### config.mk
export PLATFORM = sky130hd
export DESIGN_NAME = axis_packet_splitter
export DESIGN_NICKNAME = d
export VERILOG_FILES = /design/src/rtl/axis_packet_splitter_pkg.sv /design/src/rtl/axis_packet_splitter_lsb_onehot_select.sv /design/src/rtl/axis_packet_splitter.sv
export SDC_FILE = /design/constraint.sdc
export NUM_CORES = 1
export LEC_CHECK = 0
export BUFFER_PORTS_ARGS = -buffer_cell sky130_fd_sc_hd__buf_2
export CAP_MARGIN = 30
export CORE_ASPECT_RATIO = 1.4
export CORE_UTILIZATION = 55
export CTS_BUF_LIST = sky130_fd_sc_hd__clkbuf_2 sky130_fd_sc_hd__clkbuf_4 sky130_fd_sc_hd__clkbuf_8
export CTS_CLUSTER_DIAMETER = 100
export DETAILED_ROUTE_END_ITERATION = 8
export GPL_TIMING_DRIVEN = 0
export HOLD_SLACK_MARGIN = 0.05
export MAX_ROUTING_LAYER = met4
export PLACE_DENSITY = 0.87
export SETUP_SLACK_MARGIN = 0.4
export SYNTH_ARGS = -nofsm -noshare
export SYNTH_HDL_FRONTEND = slang
export SYNTH_SLANG_ARGS = --single-unit
### constraint.sdc
create_clock -name clk -period 3.3 [get_ports clk]
set_input_delay 0.33 -clock clk [delete_from_list [all_inputs] [get_ports clk]]
set_output_delay 0.33 -clock clk [all_outputs]
set_load 0.1 [all_outputs]
### src/rtl/axis_packet_splitter_pkg.sv
// Shared types for the packet splitter: FSM state encoding and a log2 helper.
// Define USE_ONE_HOT_ENCODING_FSM for one-hot state encoding.
package axis_packet_splitter_pkg;

`ifdef USE_ONE_HOT_ENCODING_FSM
   typedef enum logic [4:0] {
      STR = 5'b00001,
      OPE = 5'b00010,
      DRN = 5'b00100,
      ERR = 5'b01000,
      END = 5'b10000
   } state_e;
`else
   typedef enum logic [2:0] {
      STR = 3'd0,
      OPE = 3'd1,
      DRN = 3'd2,
      ERR = 3'd3,
      END = 3'd4
   } state_e;
`endif

   function automatic int log2_min1(input int n);
      return (n > 1) ? $clog2(n) : 1;
   endfunction

endpackage

### src/rtl/axis_packet_splitter_lsb_onehot_select.sv
// Combinational lowest-set-bit picker: one-hot grant, binary index and any-bit-set flag.
module lsb_onehot_select #(
   parameter int N     = 2,
   parameter int IDX_W = 1
) (
   input  logic [N-1:0]     mask,
   output logic [N-1:0]     grant,
   output logic [IDX_W-1:0] idx,
   output logic             vld
);

   assign grant = mask & (~mask + N'(1));
   assign vld   = |mask;

   // Scan downwards so the lowest set bit is the one that sticks.
   always_comb begin
      idx = '0;
      for (int i = N - 1; i >= 0; i--) begin
         if (mask[i]) idx = IDX_W'(i);
      end
   end

endmodule

### src/rtl/axis_packet_splitter.sv
// Deals one AXI-Stream packet across CHANNELS outputs (len[c] beats each, lowest enabled first); zero-latency path,
// s_axis_tready mirrors the selected channel's tready. Define AXIS_SPLITTER_TLAST_CHECK_EN to police input tlast.
module axis_packet_splitter
   import axis_packet_splitter_pkg::*;
#(
   parameter int CHANNELS    = 2,
   parameter int DATA_WIDTH  = 16,
   parameter bit KEEP_ENABLE = (DATA_WIDTH > 8),
   parameter int KEEP_WIDTH  = (DATA_WIDTH + 7) / 8,
   parameter bit USER_ENABLE = 1'b0,
   parameter int USER_WIDTH  = USER_ENABLE ? 8 : 1,
   parameter int LEN_WIDTH   = 16
) (
   input  logic                           clk,
   input  logic                           rst_n,
   input  logic                           operation_start,
   input  logic [CHANNELS-1:0]            use_channels,
   input  logic [CHANNELS*LEN_WIDTH-1:0]  channel_len,
   input  logic                           interrupt,
   output logic                           operation_busy,
   output logic                           operation_complete,
   output logic                           operation_error,
   output logic                           transmission,
   input  logic [DATA_WIDTH-1:0]          s_axis_tdata,
   input  logic [KEEP_WIDTH-1:0]          s_axis_tkeep,
   input  logic                           s_axis_tvalid,
   output logic                           s_axis_tready,
   input  logic                           s_axis_tlast,
   input  logic [USER_WIDTH-1:0]          s_axis_tuser,
   output logic [CHANNELS*DATA_WIDTH-1:0] m_axis_tdata,
   output logic [CHANNELS*KEEP_WIDTH-1:0] m_axis_tkeep,
   output logic [CHANNELS*USER_WIDTH-1:0] m_axis_tuser,
   output logic [CHANNELS-1:0]            m_axis_tlast,
   output logic [CHANNELS-1:0]            m_axis_tvalid,
   input  logic [CHANNELS-1:0]            m_axis_tready
);

   localparam int IDX_W = log2_min1(CHANNELS);

   state_e                              state_q, state_d;
   logic [CHANNELS-1:0]                 mask_q, mask_d;
   logic [LEN_WIDTH-1:0]                cnt_q, cnt_d;
   logic [CHANNELS-1:0][LEN_WIDTH-1:0]  len_q, len_d;
   logic                                transmission_q, transmission_d;

   logic [CHANNELS-1:0][LEN_WIDTH-1:0]  start_len;
   logic [CHANNELS-1:0]                 cur_grant, nxt_grant, start_grant, nxt_mask;
   logic [IDX_W-1:0]                    cur_idx, nxt_idx, start_idx;
   logic                                cur_vld, nxt_vld, start_vld;
   logic                                lens_ok, hs, last_of_ch, final_beat, tlast_in;
   logic                                unused_sel;

   assign start_len = channel_len;
   assign nxt_mask  = mask_q & ~cur_grant;

   lsb_onehot_select #(.N(CHANNELS), .IDX_W(IDX_W)) u_sel_cur (
      .mask(mask_q), .grant(cur_grant), .idx(cur_idx), .vld(cur_vld)
   );
   lsb_onehot_select #(.N(CHANNELS), .IDX_W(IDX_W)) u_sel_nxt (
      .mask(nxt_mask), .grant(nxt_grant), .idx(nxt_idx), .vld(nxt_vld)
   );
   lsb_onehot_select #(.N(CHANNELS), .IDX_W(IDX_W)) u_sel_start (
      .mask(use_channels), .grant(start_grant), .idx(start_idx), .vld(start_vld)
   );

`ifdef AXIS_SPLITTER_TLAST_CHECK_EN
   assign tlast_in = s_axis_tlast;
`else
   assign tlast_in = 1'b0;
`endif

   assign unused_sel = ^{start_grant, nxt_grant, cur_idx, cur_vld, s_axis_tlast};

   always_comb begin
      lens_ok = 1'b1;
      for (int c = 0; c < CHANNELS; c++) begin
         if (use_channels[c] && (start_len[c] == '0)) lens_ok = 1'b0;
      end
   end

   assign last_of_ch = (cnt_q == LEN_WIDTH'(1));
   assign final_beat = last_of_ch && !nxt_vld;
   assign hs         = s_axis_tvalid && s_axis_tready;

   // An early input tlast is still marked on the output so the lane sees a closed packet.
   always_comb begin
      m_axis_tvalid = '0;
      m_axis_tlast  = '0;
      s_axis_tready = 1'b0;
      if (!interrupt) begin
         if (state_q == OPE) begin
            m_axis_tvalid = cur_grant & {CHANNELS{s_axis_tvalid}};
            m_axis_tlast  = cur_grant & {CHANNELS{last_of_ch | tlast_in}};
            s_axis_tready = |(m_axis_tready & cur_grant);
         end else if (state_q == DRN) begin
            s_axis_tready = 1'b1;
         end
      end
   end

   assign m_axis_tdata = {CHANNELS{s_axis_tdata}};
   assign m_axis_tkeep = KEEP_ENABLE ? {CHANNELS{s_axis_tkeep}} : '1;
   assign m_axis_tuser = USER_ENABLE ? {CHANNELS{s_axis_tuser}} : '0;

   always_comb begin
      state_d        = state_q;
      mask_d         = mask_q;
      cnt_d          = cnt_q;
      len_d          = len_q;
      transmission_d = hs;
      if (interrupt) begin
         state_d = STR;
         mask_d  = '0;
         cnt_d   = '0;
      end else begin
         case (state_q)
            STR, END: begin
               state_d = STR;
               if (operation_start) begin
                  if (start_vld && lens_ok) begin
                     state_d = OPE;
                     mask_d  = use_channels;
                     len_d   = start_len;
                     cnt_d   = start_len[start_idx];
                  end else begin
                     state_d = ERR;
                  end
               end
            end
            OPE: begin
               if (hs) begin
                  if (last_of_ch) begin
                     mask_d = nxt_mask;
                     cnt_d  = nxt_vld ? len_q[nxt_idx] : '0;
                  end else begin
                     cnt_d = cnt_q - LEN_WIDTH'(1);
                  end
`ifdef AXIS_SPLITTER_TLAST_CHECK_EN
                  if (s_axis_tlast && !final_beat) state_d = ERR;
                  else if (final_beat)             state_d = s_axis_tlast ? END : DRN;
`else
                  if (final_beat) state_d = END;
`endif
               end
            end
            DRN: begin
               if (s_axis_tvalid && s_axis_tlast) state_d = ERR;
            end
            ERR: begin
               state_d = STR;
               mask_d  = '0;
               cnt_d   = '0;
            end
            default: state_d = STR;
         endcase
      end
   end

   always_ff @(posedge clk or negedge rst_n) begin
      if (!rst_n) begin
         state_q        <= STR;
         mask_q         <= '0;
         cnt_q          <= '0;
         len_q          <= '0;
         transmission_q <= 1'b0;
      end else begin
         state_q        <= state_d;
         mask_q         <= mask_d;
         cnt_q          <= cnt_d;
         len_q          <= len_d;
         transmission_q <= transmission_d;
      end
   end

   assign operation_busy     = (state_q == OPE) || (state_q == DRN);
   assign operation_complete = (state_q == END);
   assign operation_error    = (state_q == ERR);
   assign transmission       = transmission_q;

endmodule

==> impl_summary.txt, run 1 <==
----------------------------------------------------
[Floorplan]
  Overall die height ... between 80 and 90 µm
  Site row count ... 31
  IO Count ... between 100 and 150
  Die width ... 64.3 µm
  Core footprint ... 0.00520 mm²
  Die Outline Area ... 0.00573 mm²
  Starting density of the core ... 57.5%

[Layout]
  Number of nets in the final layout ... 495
  Antenna Cells ... 0
  P&R area growth vs syn ... 22.1%
  Share of post-route cells with drive strength above 1 ... 42.1%
  Area of the multi-input gates ... 0.00165 mm²
  Footprint of the flip-flops and latches ... 951 µm²
  Layout filler cell count ... 435

[STA]
  Timing-limited maximum frequency ... 0.356 GHz
  RSZ-0062 raised after global routing ... false
  Final setup TNS ... 0 ns
  Post-Route Skew ... roughly 0.0022 ns
  Final hold violation count ... 0
  Pin slew with the least headroom to its limit ... roughly 0.86 ns
  Setup-failing EPs final ... 0
  Final WS setup ... 0.495 ns
  Number of slew-limit violations in the final report ... 0
  Share of the clock period used by the worst path ... 85.0%
  Max transition margin ... 42.5%
  Final critical-path required period ... 2.81 ns

[Yosys]
  Proportion of netlist area held by the largest area contributor ... 31.8%
  Register bit count reported by yosys ... 38
  Most common library cells after synthesis ... sky130_fd_sc_hd__nand2_1 (42), sky130_fd_sc_hd__buf_4 (41), sky130_fd_sc_hd__dfrtp_1 (38)
  Cells taking the most area after synthesis ... sky130_fd_sc_hd__dfrtp_1 (32%), sky130_fd_sc_hd__buf_4 (10%), sky130_fd_sc_hd__mux2_4 (7.0%)
  Cell area after technology mapping ... roughly 0.003 mm²
  Dominant cell type by area after synthesis ... sky130_fd_sc_hd__dfrtp_1
  Share of synthesized area occupied by flip-flops and latches ... approximately a third
  Share of async-settable or async-resettable flops after synthesis ... 100%
  Synthesized netlist cell count ... approximately 330
  Cell variety after synth ... between 50 and 60
  Mean Syn Cell Area ... 8.94 µm²
  Dominant synthesized flop cell ... sky130_fd_sc_hd__dfrtp_1
  Leading cell type by number of instances after synthesis ... sky130_fd_sc_hd__nand2_1
  Number of warnings printed during yosys synthesis ... 0
  EDFF count, synth ... 0

[Critical path]
  Arrival time reported for the critical path endpoint ... 2.48 ns
  Class of the most critical setup path ... flop to primary output
  Element type at the critical path end ... primary output
  Critical Path Fanout Max ... 10
  CP startpoint kind ... flop
  Worst endpoint required time ... a little under 3 ns

[Placement]
  Post-placement setup slack ... 0.451 ns
  Total half-perimeter wirelength after legalization and detailed placement ... slightly below 7 mm
  Number of buffers added on ports ... 86
  Global placer's final weighted congestion ... 0.927

[Routing]
  Pre-antenna DRT Iters ... 5
  Count of routing violations after the opening detailed-route iteration ... 169
  Wire length after detailed routing ... 8.51 mm
  Via density per instance ... 5.85
  Routed Antenna Nets ... 0
  Detail-routed net length per standard cell ... 17.1 µm
  Number of vias after detailed routing ... 2912
  DRC violations left ... 0

[Power and ir drop]
  Static leakage ... 1.71 nW
  Power per Cell Area ... 776 mW/mm²
  Worst IR drop on VDD ... 387 µV

[GRT]
  Number of global-route vias before repair ... 2731
  Global-route wire length before repair ... 13.3 mm
  Antenna violations before repair ... 0
  Overall routing resource usage ... 31.6%
  Pin count of the biggest net entering global routing ... 39
  Congestion Overflow GR ... 0

[Clock network]
  Clock tree root driver cell ... sky130_fd_sc_hd__clkbuf_8
  CTS clock-pin slew for the worst setup and hold paths ... 0.08 ns
  TritonCTS clock tree ... done
  Number of levels in the clock H-tree ... 2
  CTS Hold Buffers Added ... 0
  Insertion delay of the later-clocked pin in the worst-skew pair ... roughly 0.29 ns
  Clock sink count ... 38
  Clock buffer depth ... 2
  Number of buffers created by CTS ... 5

[Worst hold path]
  Hold Path Class ... input pin to async pin

[Status]
  Status ... finished clean

[Run]
  Max-cap viol count ... 0

----------------------------------------------------
-- cell type report --
cell class,count,area share (%)
Sequential cell,38,26.1
Inverter,5,0.515
Multi-Input combinational cell,236,45.2
Clock inverter,2,0.275
Tap cell,66,2.26
Clock buffer,5,1.89
Timing Repair Buffer,90,12.9
Buffer,56,10.9
-- cells by family after synthesis --
kind of cell / Yosys count / share of synthesized area [%]
adders and majority gates: 2 / 0.838
and+or+nand+nor: 135 / 25.0
AOI/OAI and AO/OA: 64 / 15.3
xor gates and xnor gates: 11 / 3.23
muxes: 22 / 9.84
DFF: 38 / 31.8
other: 1 / 0.126
buffers and inverters: 61 / 13.8
-- report_power, final --
group	switching, mW	internal, mW
Sequential	0.200	0.656
Clock	0.170	0.142
Combinational	1.00	0.658
-- path summary, 6_finish.rpt --
| kind | to | startpoint | slack [ns] | depth (start not counted) |
|---|---|---|---|---|
| max in group asynchronous | cnt_q[2]$_DFFE_PN0P_ | rst_n | 2.61 | 1 |
| min reg2reg | cnt_q[15]$_DFFE_PN0P_ | cnt_q[15]$_DFFE_PN0P_ | 0.53 | 1 |
| max reg2reg | cnt_q[0]$_DFFE_PN0P_ | state_q[2]$_DFFE_PN0P_ | 0.77 | 7 |
| min | len_q[22]$_DFFE_PN0P_ | rst_n | 0.14 | 1 |
| max | m_axis_tlast[1] | cnt_q[1]$_DFFE_PN0P_ | 0.49 | 8 |
| min in group clk | len_q[19]$_DFFE_PN0P_ | channel_len[19] | 0.30 | 2 |
-- cells in the final DEF (no fill, tap or decap), types with 6 or more instances in the layout --
cell type and instances:
sky130_fd_sc_hd__a21oi_1 18, sky130_fd_sc_hd__buf_2 87, sky130_fd_sc_hd__buf_4 46, sky130_fd_sc_hd__clkbuf_1 6
sky130_fd_sc_hd__dfrtp_1 38, sky130_fd_sc_hd__mux2_4 14, sky130_fd_sc_hd__nand2_1 42, sky130_fd_sc_hd__nor2_1 23
sky130_fd_sc_hd__nor3_1 16, sky130_fd_sc_hd__nor4_1 9, sky130_fd_sc_hd__o22ai_1 6, sky130_fd_sc_hd__o2bb2ai_1 10
sky130_fd_sc_hd__xnor2_1 7
-- stage by stage --
stage | hold slack [ns] | utilization, % | power [mW] | std cells | instance area (µm²)
after detailed placement | 0.485 | 67.7 | 2.43 | 487 | 3520
after floorplan | 0.0344 | - | 2.07 | 335 | 3010
after CTS | 0.176 | 69.5 | 2.76 | 494 | 3610
after global routing | 0.219 | 70.1 | 2.98 | 498 | 3650
final | 0.143 | 70.1 | 2.83 | 498 | 3650
after global placement | 0.478 | 67.7 | 2.40 | 487 | 3520
-- per-layer routing --
layer	up-vias	track usage, %	share of wire [%]
met5	-	-	0
met4	0	16.4	4.1
met3	27	3.44	6.2
met2	158	54.2	51
met1	1370	36.5	38
li1	1357	-	-
-- worst max-delay path: stages, from the launching register on --
cell and delay, ns:
sky130_fd_sc_hd__dfrtp_1 0.40, sky130_fd_sc_hd__inv_1 0.12, sky130_fd_sc_hd__ha_1 0.18, sky130_fd_sc_hd__or3b_2 0.52
sky130_fd_sc_hd__nor2_4 0.15, sky130_fd_sc_hd__clkbuf_4 0.23, sky130_fd_sc_hd__nand2_1 0.11, sky130_fd_sc_hd__nor3b_2 0.22
sky130_fd_sc_hd__buf_6 0.25
-- repair_timing --
action	CTS	global route
cloned	0	0
pin swaps	0	2
setup buffers	0	4
resized for setup	4	3
setup endpoints to repair	2	3
-- sequential cells by signal, indices dropped and copies added, names as in the netlist --
| name | count |
|---|---|
| state_q | 3 |
| transmission | 1 |
| len_q | 16 |
| mask_q | 2 |
| cnt_q | 16 |
Note: power is estimated with default switching activity, not from simulation.
==> inputs of run 2 (changes only) <==
CORE_UTILIZATION = 59   (was 55)
PLACE_DENSITY = 0.89   (was 0.87)
SYNTH_HIERARCHICAL = 1   (was unset)
==> impl_summary.txt, run 2 <==
----------------------------------------------------
[Placement]
  Number of buffers added on ports ... 86
  Number of placed instances with taps included ... 539
  Global placer's final weighted congestion ... 0.962
  Total half-perimeter wirelength after legalization and detailed placement ... approximately 7.8 mm
  Post-placement setup slack ... 0.742 ns

[Clock network]
  Clock sink count ... 54
  CTS clock-pin slew for the worst setup and hold paths ... roughly 0.090 ns
  Number of buffers created by CTS ... 5
  Insertion delay of the later-clocked pin in the worst-skew pair ... 0.31 ns
  Number of levels in the clock H-tree ... 2
  TritonCTS clock tree ... done
  Clock buffer depth ... 2
  Clock tree root driver cell ... sky130_fd_sc_hd__clkbuf_8
  Number of setup buffers added after CTS ... 0

[Critical path]
  Worst reg2reg setup slack ... around 0.69 ns
  Startpoint of the worst-slack reg-to-reg timing path ... mask_q[1]$_DFFE_PN0P_
  Crit-path max cell delay ... ~0.48 ns
  Class of the most critical setup path ... flop to primary output
  Element type at the critical path end ... primary output
  Slowest cell on the critical path ... sky130_fd_sc_hd__dfrtp_1
  Cell depth of the worst flop-to-flop path ... 10
  Cells along the critical path ... nand2b_1 -> nor3_1 -> clkbuf_1 -> and3_1 -> buf_2
  Count of buffer and inverter cells on the critical path ... 2
  Arrival time reported for the critical path endpoint ... about 2.5 ns
  Critical Path Fanout Max ... 10
  Top Family by Delay on Critical Path ... buffers and inverters
  Worst endpoint required time ... roughly 3.0 ns
  CP startpoint kind ... flop
  Critical register-to-register path endpoint ... cnt_q[14]$_DFFE_PN0P_

[STA]
  Final setup TNS ... 0 ns
  Pin slew with the least headroom to its limit ... 0.630 ns
  Final critical-path required period ... 2.80 ns
  Max transition margin ... 57.9%
  Final WS setup ... ~0.50 ns
  Setup-failing EPs final ... 0
  Post-Route Skew ... 0.0101 ns
  Final worst hold slack ... 0.267 ns
  Number of slew-limit violations in the final report ... 0
  Share of the clock period used by the worst path ... 84.7%
  Final hold violation count ... 0
  Timing-limited maximum frequency ... 0.358 GHz
  RSZ-0062 raised after global routing ... false

[Worst hold path]
  WHS Endpoint ... len_q[29]$_DFFE_PN0P_
  Hold Path Class ... input pin to flop
  Worst hold path depth ... 2
  Critical hold path startpoint ... channel_len[29]

[Layout]
  P&R area growth vs syn ... 18.1%
  Count of placed standard cells in the final layout, fillers left out ... 547
  Antenna Cells ... 0
  Highest-count cells in the layout ignoring fill and taps ... sky130_fd_sc_hd__buf_2 (95), sky130_fd_sc_hd__dfrtp_1 (54), sky130_fd_sc_hd__buf_4 (42), sky130_fd_sc_hd__mux2_1 (30), sky130_fd_sc_hd__mux2_2 (26)
  Registers with the most flip-flops ... len_q (32), cnt_q (16), state_q (3)
  Top reg by flops ... len_q
  Share of post-route cells with drive strength above 1 ... 39.8%
  Number of nets in the final layout ... 538
  Most common cell after layout, fill and taps aside ... sky130_fd_sc_hd__buf_2
  Max FFs per register ... 32

[Routing]
  Detail-routed net length per standard cell ... 18.3 µm
  Pre-antenna DRT Iters ... 4
  Via density per instance ... 6.18
  Count of routing violations after the opening detailed-route iteration ... 178
  DRC violations left ... 0
  Wire length after detailed routing ... 10.0 mm
  Routed Antenna Nets ... 0
  Number of vias after detailed routing ... 3382

[Floorplan]
  IO Count ... 108
  Site row count ... 34
  Overall die height ... 97.4 µm
  Starting density of the core ... roughly 60%
  Die width ... 70.1 µm
  Die Outline Area ... 0.00683 mm²
  Core footprint ... 0.00625 mm²

[Yosys]
  Mean Syn Cell Area ... 10.1 µm²
  Cell area after technology mapping ... 0.00383 mm²
  Number of warnings printed during yosys synthesis ... 6
  Synthesized netlist cell count ... 379

[Run]
  Max-cap viol count ... 0

[GRT]
  Met1 routing resource usage after global routing ... ~36%
  Global-route wire length before repair ... between 15 and 20 mm
  Pin count of the biggest net entering global routing ... 42
  Global-route layer with the greatest usage ... met2
  Global-route track usage on met3 ... 4.56%
  Congestion Overflow GR ... 0
  Antenna violations before repair ... 0
  Overall routing resource usage ... between 30% and 40%
  GR met2 Demand/Resource ... 50.1%
  Number of global-route vias before repair ... 3389

[Power and ir drop]
  PnR Total Power ... 2.41 mW
  Worst IR drop on VDD ... 417 µV
  Static leakage ... around 2.1 nW
  Power per Cell Area ... 532 mW/mm²

[Status]
  Status ... finished clean

----------------------------------------------------
==> run 2: worst max-delay path by stage <==
stage / from / endpoint / slack [ns] / cells past startpoint
4_1_cts: cnt_q[5]$_DFFE_PN0P_ / m_axis_tlast[0] / 0.47 / 6
5_1_grt: cnt_q[1]$_DFFE_PN0P_ / m_axis_tlast[0] / 0.41 / 8
3_3_place_gp: mask_q[1]$_DFFE_PN0P_ / cnt_q[7]$_DFFE_PN0P_ / 0.82 / 10
6_report: state_q[2]$_DFFE_PN0P_ / m_axis_tvalid[1] / 0.50 / 5
3_5_place_dp: mask_q[1]$_DFFE_PN0P_ / cnt_q[14]$_DFFE_PN0P_ / 0.74 / 10
2_1_floorplan: mask_q[0]$_DFFE_PN0P_ / state_q[0]$_DFFE_PN0P_ / 0.80 / 7
==> run 2: per-stage QoR <==
stage | instance area [µm²] | utilization, %
detailed placement | 4400 | 70.4
CTS | 4530 | 72.4
finish | 4530 | 72.4
global placement | 4380 | 70.1
global route | 4530 | 72.4
floorplan | 3860 | -
==> run 2: where the power goes <==
| part | internal [mW] | switching [mW] |
|---|---|---|
| registers | 0.816 | 0.125 |
| clock network | 0.243 | 0.213 |
| logic | 0.403 | 0.611 |
==> run 2: area by class of cell <==
class	count	area, µm²
well taps	72	90.1
clock buffers	6	82.6
plain buffers	61	400
flip-flops and latches	54	1350
repair buffers	88	465
fillers	441	1720
inverters	3	11.3
clock inverters	1	30.0
multi-input cells	262	2100
==> run 2: worst register-to-register path, stage by stage, from the launching register on <==
cell and delay, ns:
sky130_fd_sc_hd__dfrtp_1 0.40, sky130_fd_sc_hd__nor2b_1 0.13, sky130_fd_sc_hd__buf_4 0.15, sky130_fd_sc_hd__nor2b_1 0.12, sky130_fd_sc_hd__nor2b_1 0.15, sky130_fd_sc_hd__buf_2 0.25, sky130_fd_sc_hd__buf_2 0.31, sky130_fd_sc_hd__mux2_2 0.39
sky130_fd_sc_hd__a21oi_1 0.15, sky130_fd_sc_hd__o32ai_1 0.13, sky130_fd_sc_hd__mux2_1 0.33
==> run 2: metal layers <==
metal | share of wire (%) | vias up
met3 | 5.1 | 33
met1 | 40 | 1634
met5 | 0 | -
met4 | 4.6 | 0
li1 | - | 1564
met2 | 50 | 151
==> run 2: timing repair <==
action | 4_1_cts | 5_1_grt
hold buffers | 1 | 0
resized for setup | 0 | 2
endpoints found under the hold margin | 13 | 0
endpoints found under the setup margin | 0 | 2
